## src/rtl/axis_splitter_2_pkg.sv

```systemverilog
// Shared AXIS lane definitions: lane depth, occupancy type and lane states.
package axis_splitter_2_pkg;

   localparam int SPLITTER_DEPTH = 2;

   typedef logic [1:0] lane_count_t;

   // Encoding equals the lane occupancy count.
   typedef enum logic [1:0] {
      LANE_EMPTY = 2'd0,
      LANE_HALF  = 2'd1,
      LANE_FULL  = 2'd2
   } lane_state_e;

endpackage

```

## src/rtl/axis_lane_fifo_2.sv

```systemverilog
// Two-entry lane FIFO with registered full flag; one instance per splitter output lane.
//
// state      | meaning
// LANE_EMPTY | no buffered beat, out_valid low
// LANE_HALF  | one buffered beat
// LANE_FULL  | two buffered beats, writes blocked
module axis_lane_fifo_2
   import axis_splitter_2_pkg::*;
#(
   parameter int DATA_WIDTH = 16
) (
   input  logic                  clk,
   input  logic                  rst,
   input  logic                  wr_en,
   input  logic [DATA_WIDTH-1:0] wr_data,
   output logic                  full,
   output logic                  out_valid,
   output logic [DATA_WIDTH-1:0] out_data,
   input  logic                  out_ready
);

   logic [DATA_WIDTH-1:0] mem [SPLITTER_DEPTH];
   logic                  wr_ptr;
   logic                  rd_ptr;
   lane_state_e           state;
   lane_state_e           state_next;
   lane_count_t           count;
   logic                  rd_en;
   logic                  full_q;

   assign count     = lane_count_t'(state);
   assign out_valid = (count != '0);
   assign out_data  = mem[rd_ptr];
   assign rd_en     = out_valid & out_ready;
   assign full      = full_q;

   always_comb begin
      state_next = state;
      case (state)
         LANE_EMPTY: if (wr_en) state_next = LANE_HALF;
         LANE_HALF: begin
            if (wr_en && !rd_en)      state_next = LANE_FULL;
            else if (rd_en && !wr_en) state_next = LANE_EMPTY;
         end
         LANE_FULL: if (rd_en) state_next = LANE_HALF;
         default:   state_next = LANE_EMPTY;
      endcase
   end

   // full_q resets high so the shared input_ready stays low until the first clock after release.
   always_ff @(posedge clk or negedge rst) begin
      if (!rst) begin
         state  <= LANE_EMPTY;
         full_q <= 1'b1;
         wr_ptr <= 1'b0;
         rd_ptr <= 1'b0;
      end else begin
         state  <= state_next;
         full_q <= (lane_count_t'(state_next) == lane_count_t'(SPLITTER_DEPTH));
         if (wr_en) wr_ptr <= wr_ptr + 1'b1;
         if (rd_en) rd_ptr <= rd_ptr + 1'b1;
      end
   end

   always_ff @(posedge clk or negedge rst) begin
      if (!rst) begin
         mem <= '{default: '0};
      end else if (wr_en) begin
         mem[wr_ptr] <= wr_data;
      end
   end

endmodule

```

## src/rtl/axis_splitter_2.sv

```systemverilog
// Splits one joined beat into two independently drained AXIS lanes.
module axis_splitter_2
   import axis_splitter_2_pkg::*;
#(
   parameter int DATA_WIDTH_0 = 16,
   parameter int DATA_WIDTH_1 = 16
) (
   input  logic                    clk,
   input  logic                    rst,
   input  logic                    input_valid,
   input  logic [DATA_WIDTH_0-1:0] input_data_0,
   input  logic [DATA_WIDTH_1-1:0] input_data_1,
   output logic                    input_ready,
   output logic                    output_0_valid,
   output logic [DATA_WIDTH_0-1:0] output_0_data,
   input  logic                    output_0_ready,
   output logic                    output_1_valid,
   output logic [DATA_WIDTH_1-1:0] output_1_data,
   input  logic                    output_1_ready
);

   logic full_0;
   logic full_1;
   logic wr_en;

   // Both full flags are registers, so input_ready never sees output_x_ready combinationally.
   assign input_ready = ~full_0 & ~full_1;
   assign wr_en       = input_valid & input_ready;

   axis_lane_fifo_2 #(.DATA_WIDTH(DATA_WIDTH_0)) u_lane_0 (
      .clk       (clk),
      .rst       (rst),
      .wr_en     (wr_en),
      .wr_data   (input_data_0),
      .full      (full_0),
      .out_valid (output_0_valid),
      .out_data  (output_0_data),
      .out_ready (output_0_ready)
   );

   axis_lane_fifo_2 #(.DATA_WIDTH(DATA_WIDTH_1)) u_lane_1 (
      .clk       (clk),
      .rst       (rst),
      .wr_en     (wr_en),
      .wr_data   (input_data_1),
      .full      (full_1),
      .out_valid (output_1_valid),
      .out_data  (output_1_data),
      .out_ready (output_1_ready)
   );

endmodule

```

## config.mk

```make
export PLATFORM = sky130hd
export DESIGN_NAME = axis_splitter_2
export DESIGN_NICKNAME = d
export VERILOG_FILES = /design/src/rtl/axis_splitter_2_pkg.sv /design/src/rtl/axis_lane_fifo_2.sv /design/src/rtl/axis_splitter_2.sv
export SDC_FILE = /design/constraint.sdc
export NUM_CORES = 1
export LEC_CHECK = 0
export CORE_ASPECT_RATIO = 0.8
export CORE_MARGIN = 2
export CORE_UTILIZATION = 30
export DETAILED_ROUTE_END_ITERATION = 10
export GPL_TIMING_DRIVEN = 0
export PLACE_DENSITY = 0.56
export SETUP_SLACK_MARGIN = 0.4
export SLEW_MARGIN = 15
export SYNTH_ARGS = -nofsm -noshare
export SYNTH_HDL_FRONTEND = slang
export SYNTH_HIERARCHICAL = 1
export SYNTH_SLANG_ARGS = --single-unit
```

## constraint.sdc

```tcl
create_clock -name clk -period 1.5 [get_ports clk]
set_input_delay 0.375 -clock clk [delete_from_list [all_inputs] [get_ports clk]]
set_output_delay 0.375 -clock clk [all_outputs]
set_load 0.02 [all_outputs]
```

# After elaboration in Yosys (flattened, before gate mapping)
# Cells that the tools add are included.
dict set report classes {
  addsub 4
  n_mul 0
  div_mod_pow 0
  n_lt_le_gt_ge 6
  n_eq_ne 6
  shifts 0
  n_mux 22
  n_bitwise 10
  n_reduce_logical 13
}
# cell n
set ops {}
lappend ops {{2-to-1 mux 16 bit} 8}
lappend ops {{bitwise mux 32 bit} 2}
lappend ops {{demux 16 bit (select 1 bit)} 2}
lappend ops {{2-to-1 mux 2 bit} 8}
lappend ops {{case mux 2 bit (3 select lines)} 2}
lappend ops {{equality test 2 bit (second input constant)} 4}
lappend ops {{>= comparator 2 bit (second input constant)} 4}
lappend ops {{inverter 1 -> 2 bit} 4}
lappend ops {{logical AND 1 bit} 6}
lappend ops {{adder 1 bit (second input constant)} 4}
lappend ops {{AND 1 bit} 4}
lappend ops {{equality test 2 x 1 -> 1 bit (second input constant)} 2}
lappend ops {{logical NOT 2 bit} 2}
lappend ops {{less-than comparator 2 x 1 -> 1 bit (second input constant)} 2}
lappend ops {{nonzero test 2 bit} 2}
lappend ops {{logical NOT 1 bit} 3}
lappend ops {{inverter 1 bit} 2}
dict set report totals {
  regBits 74
  latch_bits 0
  mem_bits_rw 0
  rom_bits 0
  in_bits 37
  out_inout_bits 35
  elab_cells 73
  mem_count 0
}

# Logic depth before layout (Yosys ltp)
dict set report logic_depth {
  ltp_word 9
  mapped_depth 6
  ltp_nobuf 3
}

# By module
# The synthesis kept the hierarchy.
# mod n_inst cells_per_inst area_each_um2 seq_area_each_um2
set modules_own_cells {}
lappend modules_own_cells {{axis_lane_fifo_2 at u_lane_1} 1 105 1706.6 927.1}
lappend modules_own_cells {{axis_lane_fifo_2 at u_lane_0} 1 105 1674.1 927.1}
lappend modules_own_cells {axis_splitter_2 1 2 16.3 0.0}

# Worst setup path before layout
# No wires, ideal clock.
dict set report synth_path {
  path_kind {flip-flop to flip-flop}
  from {register u_lane_1.full_q, in the netlist u_lane_1/full}
  to {register u_lane_0/mem[20] (netlist bit)}
  t_arrival_ns 1.580
  setup_slack_ns -0.205
  path_stages_with_launch 7
  path_buffers 3
  cell_sequence {dfstp_2 -> nor3b_2 -> buf_6 -> nor2b_4 -> buf_6 -> buf_12 -> mux2_4}
}
dict set report synth_via {
  elab_chain_len 3
}
# element line_no
set synth_lines {}
lappend synth_lines {{start, declared} axis_lane_fifo_2.sv:29} ;# logic full_q;
lappend synth_lines {{start signal, assigned} axis_lane_fifo_2.sv:59} ;# full_q <= (lane_count_t'(state_next) == lane_count_t'(SPLITTER_DEPTH));
lappend synth_lines {{inverter 1 bit} axis_splitter_2.sv:27} ;# assign input_ready = ~full_0 & ~full_1;
lappend synth_lines {{AND 1 bit} axis_splitter_2.sv:27}
lappend synth_lines {{AND 1 bit} axis_splitter_2.sv:28} ;# assign wr_en = input_valid & input_ready;
lappend synth_lines {{named net wr_en} axis_splitter_2.sv:24} ;# logic wr_en;
lappend synth_lines {{end signal, assigned by index} axis_lane_fifo_2.sv:69} ;# mem[wr_ptr] <= wr_data;
lappend synth_lines {{end, declared} axis_lane_fifo_2.sv:22} ;# logic [DATA_WIDTH-1:0] mem [SPLITTER_DEPTH];
# The timed path passes the listed nets, and every way through them passes these cells.
# A chain may end at the register's enable or synchronous reset.

# Worst setup path after layout
dict set report layout_path {
  from {register u_lane_1.rd_ptr}
  to {output port output_1_data[13]}
}
dict set report layout_via {
  elab_chain_len 4
}
# element line_no
set layout_lines {}
lappend layout_lines {{start, declared} axis_lane_fifo_2.sv:24} ;# logic rd_ptr;
lappend layout_lines {{start signal, assigned} axis_lane_fifo_2.sv:61} ;# if (rd_en) rd_ptr <= rd_ptr + 1'b1;
lappend layout_lines {{inverter 1 -> 2 bit (implied by the code)} axis_lane_fifo_2.sv:33} ;# assign out_data = mem[rd_ptr];
lappend layout_lines {{2-to-1 mux 16 bit (implied by the code) (3 in a row)} axis_lane_fifo_2.sv:33}
lappend layout_lines {{end, declared} axis_splitter_2.sv:18} ;# output logic [DATA_WIDTH_1-1:0] output_1_data,
# Every way passes these cells. The select of a mux whose other input is x is not followed.

==> impl_summary.log <==
INFO  metric status = finished, violations left
INFO  metric violated_checks = negative hold slack, negative setup slack
INFO  metric antenna_left = 0
INFO  metric synth.top_cell.area_share = 0.530
INFO  metric vdd.ir_drop.worst = 1.20 mV
INFO  metric grt.overflow.total = 0
INFO  metric worst_reg2reg_path_startpoint = u_lane_0/full$_DFF_PN1_
INFO  metric antenna_found_initial = 0
INFO  metric power_density = 2530 mW/mm²
INFO  metric synth_top_cells_by_area = sky130_fd_sc_hd__dfrtp_1 53%, sky130_fd_sc_hd__mux2_2 22%, sky130_fd_sc_hd__mux2_4 13%
INFO  metric die-height = 99.2 µm
INFO  metric number_of_enable_type_register_cells_in_the_synthesized_netlist = 0
INFO  metric num-nets-final = about 370
INFO  metric startpoint = u_lane_1/rd_ptr$_DFFE_PN0P_
INFO  metric synth_area = 0.00340 mm²
INFO  metric crit_fanout = 10
INFO  metric avgViaCountPerCell = about 4.5
INFO  metric finalWorstPathRequiredPeriod = ~1.8 ns
INFO  metric layout.core_utilization = 0.506
INFO  metric slew-limit-headroom = 0.698
INFO  metric syn-instance-count = 212
INFO  metric gp_routability_congestion = 0.656
INFO  metric numCtsBuffers = 9
INFO  metric core = roughly 0.011 mm²
INFO  metric cts-hold-fix-buffers = 0
INFO  metric numClockSinks = 74
INFO  metric initial_utilization = 0.311
INFO  metric postSynth.asyncResetShare = 1.00
INFO  metric grt_pass1_wl = 12.2 mm
INFO  metric placedInstanceArea = 0.00450 mm²
INFO  metric clock_transition_time_at_the_flip_flop_clock_pins_of_the_worst_setup_and_hold_paths = 0.06 ns
INFO  metric worst_pin_slew = 0.452 ns
INFO  metric avgRoutedWirePerCell = 15.9 µm
INFO  metric max-clock-path-buffers = 2
INFO  metric setup.worst_path.start_class = flip-flop
INFO  metric cts_root_buffer = sky130_fd_sc_hd__clkbuf_16
INFO  metric layout_setup_ws = -0.295 ns
INFO  metric port-buffer-count = 71
INFO  metric worstHoldPathType = input port to async pin
INFO  metric die_width = 123 µm
INFO  metric final_wirelength = 7.67 mm
INFO  metric drt-initial-drc-count = 80
INFO  metric setup_viol = 96
INFO  metric firstDrtPassIters = 4
INFO  metric synthMostInstantiatedCell = sky130_fd_sc_hd__dfrtp_1
INFO  metric grt_setup_unrepaired = true
INFO  metric finClkSkew = 0.00450 ns
INFO  metric route.vias.total = around 2,200
INFO  metric grt_max_degree = 44
INFO  metric syn_area_cell = around 16 µm²
INFO  metric clock_tree_from_tritoncts = done
INFO  metric cap_viol_max_count = 0
INFO  metric hold_ws = -0.00687 ns
INFO  metric post_route_clock_period_utilization = 1.20
INFO  metric yosys_most_used_dff = sky130_fd_sc_hd__dfrtp_1
INFO  metric hold_viol_final = 3
INFO  metric ios = 72
INFO  metric setup.worst_path.end_class = output port
INFO  metric finalInstanceArea = 0.00553 mm²
INFO  metric post_synth_most_frequent_cells = 72 x sky130_fd_sc_hd__dfrtp_1, 66 x sky130_fd_sc_hd__mux2_2, 30 x sky130_fd_sc_hd__mux2_4
INFO  metric synth_nets = 249
INFO  metric maxClockFrequency = 0.557 GHz
INFO  metric synth_area_leader_cell = sky130_fd_sc_hd__dfrtp_1
INFO  metric critPathArrivalTime = 1.42 ns
INFO  metric timing.final.max_slew_violations = 0
INFO  metric latest_clock_arrival_within_the_worst_skew_pair = 0.32 ns
INFO  metric htreeDepth = 3
INFO  metric via_count_of_the_first_global_routing_pass = 2,279
INFO  metric num_antenna_cells = 0
INFO  metric die_area = 0.0122 mm²
INFO  metric std_cell_rows = 34
INFO  metric worst_path_required = 1.12 ns
INFO  metric yosysSeqAreaShare = 0.546
INFO  metric post_synth_num_cell_types = 25
INFO  metric area_growth_syn_to_layout = 62.9%
INFO  metric final_layout_size_suffix_gt1_frac = 0.625
INFO  metric finalPower = between 0.01 and 0.015 W
INFO  metric ys_ff_latch = 74
INFO  metric pre_cts_slack = -0.750 ns
INFO  metric static-leakage-power = 2.56 nW
INFO  metric hpwl = ~4.6 mm
INFO  metric criticalPathCategory = flip-flop to output port
INFO  metric yosysWarnings = 6
INFO  metric post-route-drc-count = 0
INFO  metric grt_usage = 0.132
-- worst max-delay path, stage by stage (launching register included) --
cell	delay, ns
sky130_fd_sc_hd__dfrtp_1	0.38
sky130_fd_sc_hd__buf_6	0.13
sky130_fd_sc_hd__buf_12	0.15
sky130_fd_sc_hd__mux2_4	0.30
sky130_fd_sc_hd__buf_6	0.13
-- cell type report --
class                      instances  area [µm²]
fill                             915        5400
sequential                        74        1860
multi-input combinational        127        1670
timing repair buffer             111        1330
clock buffer                      11         243
tap                              144         180
buffer                            11         175
clock inverter                     5        77.6
-- layer usage --
metal | track usage | wire, µm | vias up
met3 | 0.0401 | 326 | 9
met5 | 0 | 0 | -
met2 | 0.192 | 3400 | 41
li1 | - | - | 1010
met1 | 0.188 | 3840 | 1090
met4 | 0.0420 | 107 | 0
-- sequential cells by signal (all words and copies together), names as in the netlist --
name             count
u_lane_0/count       2
u_lane_0/full        1
u_lane_0/mem        32
u_lane_0/rd_ptr      1
u_lane_0/wr_ptr      1
u_lane_1/count       2
u_lane_1/full        1
u_lane_1/mem        32
u_lane_1/rd_ptr      1
u_lane_1/wr_ptr      1
-- logic make-up after synthesis --
family          count (synthesis)  share of synthesized area
simple gates                   18                     0.0416
flops                          74                      0.546
xor+xnor                        4                     0.0103
compound gates                  8                     0.0136
buf+inv                        11                     0.0343
mux                            97                      0.354
-- stage by stage --
stage / cells / TNS [ns]
4_1_cts: 476 / -16.09
5_1_grt: 483 / -22.89
3_3_place_gp: 427 / -251.05
6_report: 483 / -17.19
2_1_floorplan: 212 / -2.17
3_5_place_dp: 428 / -49.82
-- power by group --
group	switching, W	internal [W]	leakage (nW)	total [W]
clock	0.000799	0.00150	0.156	0.00229
combinational	0.00294	0.00517	1.53	0.00811
sequential	0.000599	0.00302	0.869	0.00362
-- repair_timing --
item | in CTS | in global routing
cloned | 4 | 1
pin swaps | 10 | 4
setup buffers | 28 | 6
resized for setup | 246 | 14
setup endpoints to repair | 106 | 108
endpoints found under the hold margin | 0 | 0
-- placed cells by master (no fill, tap or decap), types with 2 or more instances in the layout --
cell and n:
sky130_fd_sc_hd__a21oi_1 3, sky130_fd_sc_hd__dfrtp_1 71, sky130_fd_sc_hd__buf_8 2, sky130_fd_sc_hd__dfstp_2 2, sky130_fd_sc_hd__buf_6 55, sky130_fd_sc_hd__clkinv_2 2, sky130_fd_sc_hd__buf_16 5, sky130_fd_sc_hd__or2_4 2
sky130_fd_sc_hd__xnor2_1 2, sky130_fd_sc_hd__clkdlybuf4s50_1 34, sky130_fd_sc_hd__nand2b_1 2, sky130_fd_sc_hd__mux2_4 81, sky130_fd_sc_hd__clkbuf_16 10, sky130_fd_sc_hd__nand3b_1 3, sky130_fd_sc_hd__buf_12 13, sky130_fd_sc_hd__buf_4 11
sky130_fd_sc_hd__bufinv_16 2, sky130_fd_sc_hd__xor2_1 2, sky130_fd_sc_hd__nand2_8 2, sky130_fd_sc_hd__mux2_2 15, sky130_fd_sc_hd__nor2b_4 2
-- path summary, 6_finish.rpt --
check                                          endpoint  slack, ns  cells after the start
hold reg to reg             u_lane_0/mem[3]$_DFFE_PN0P_       0.50                      1
setup / recovery                      output_1_data[13]      -0.30                      4
max in group asynchronous   u_lane_0/mem[5]$_DFFE_PN0P_       0.95                      2
hold / removal             u_lane_0/mem[17]$_DFFE_PN0P_     -0.007                      1
min in group clk            u_lane_0/mem[3]$_DFFE_PN0P_       0.50                      1
setup reg to reg           u_lane_1/mem[28]$_DFFE_PN0P_      -0.21                      7
No activity file was read; power rests on OpenSTA's default activity.
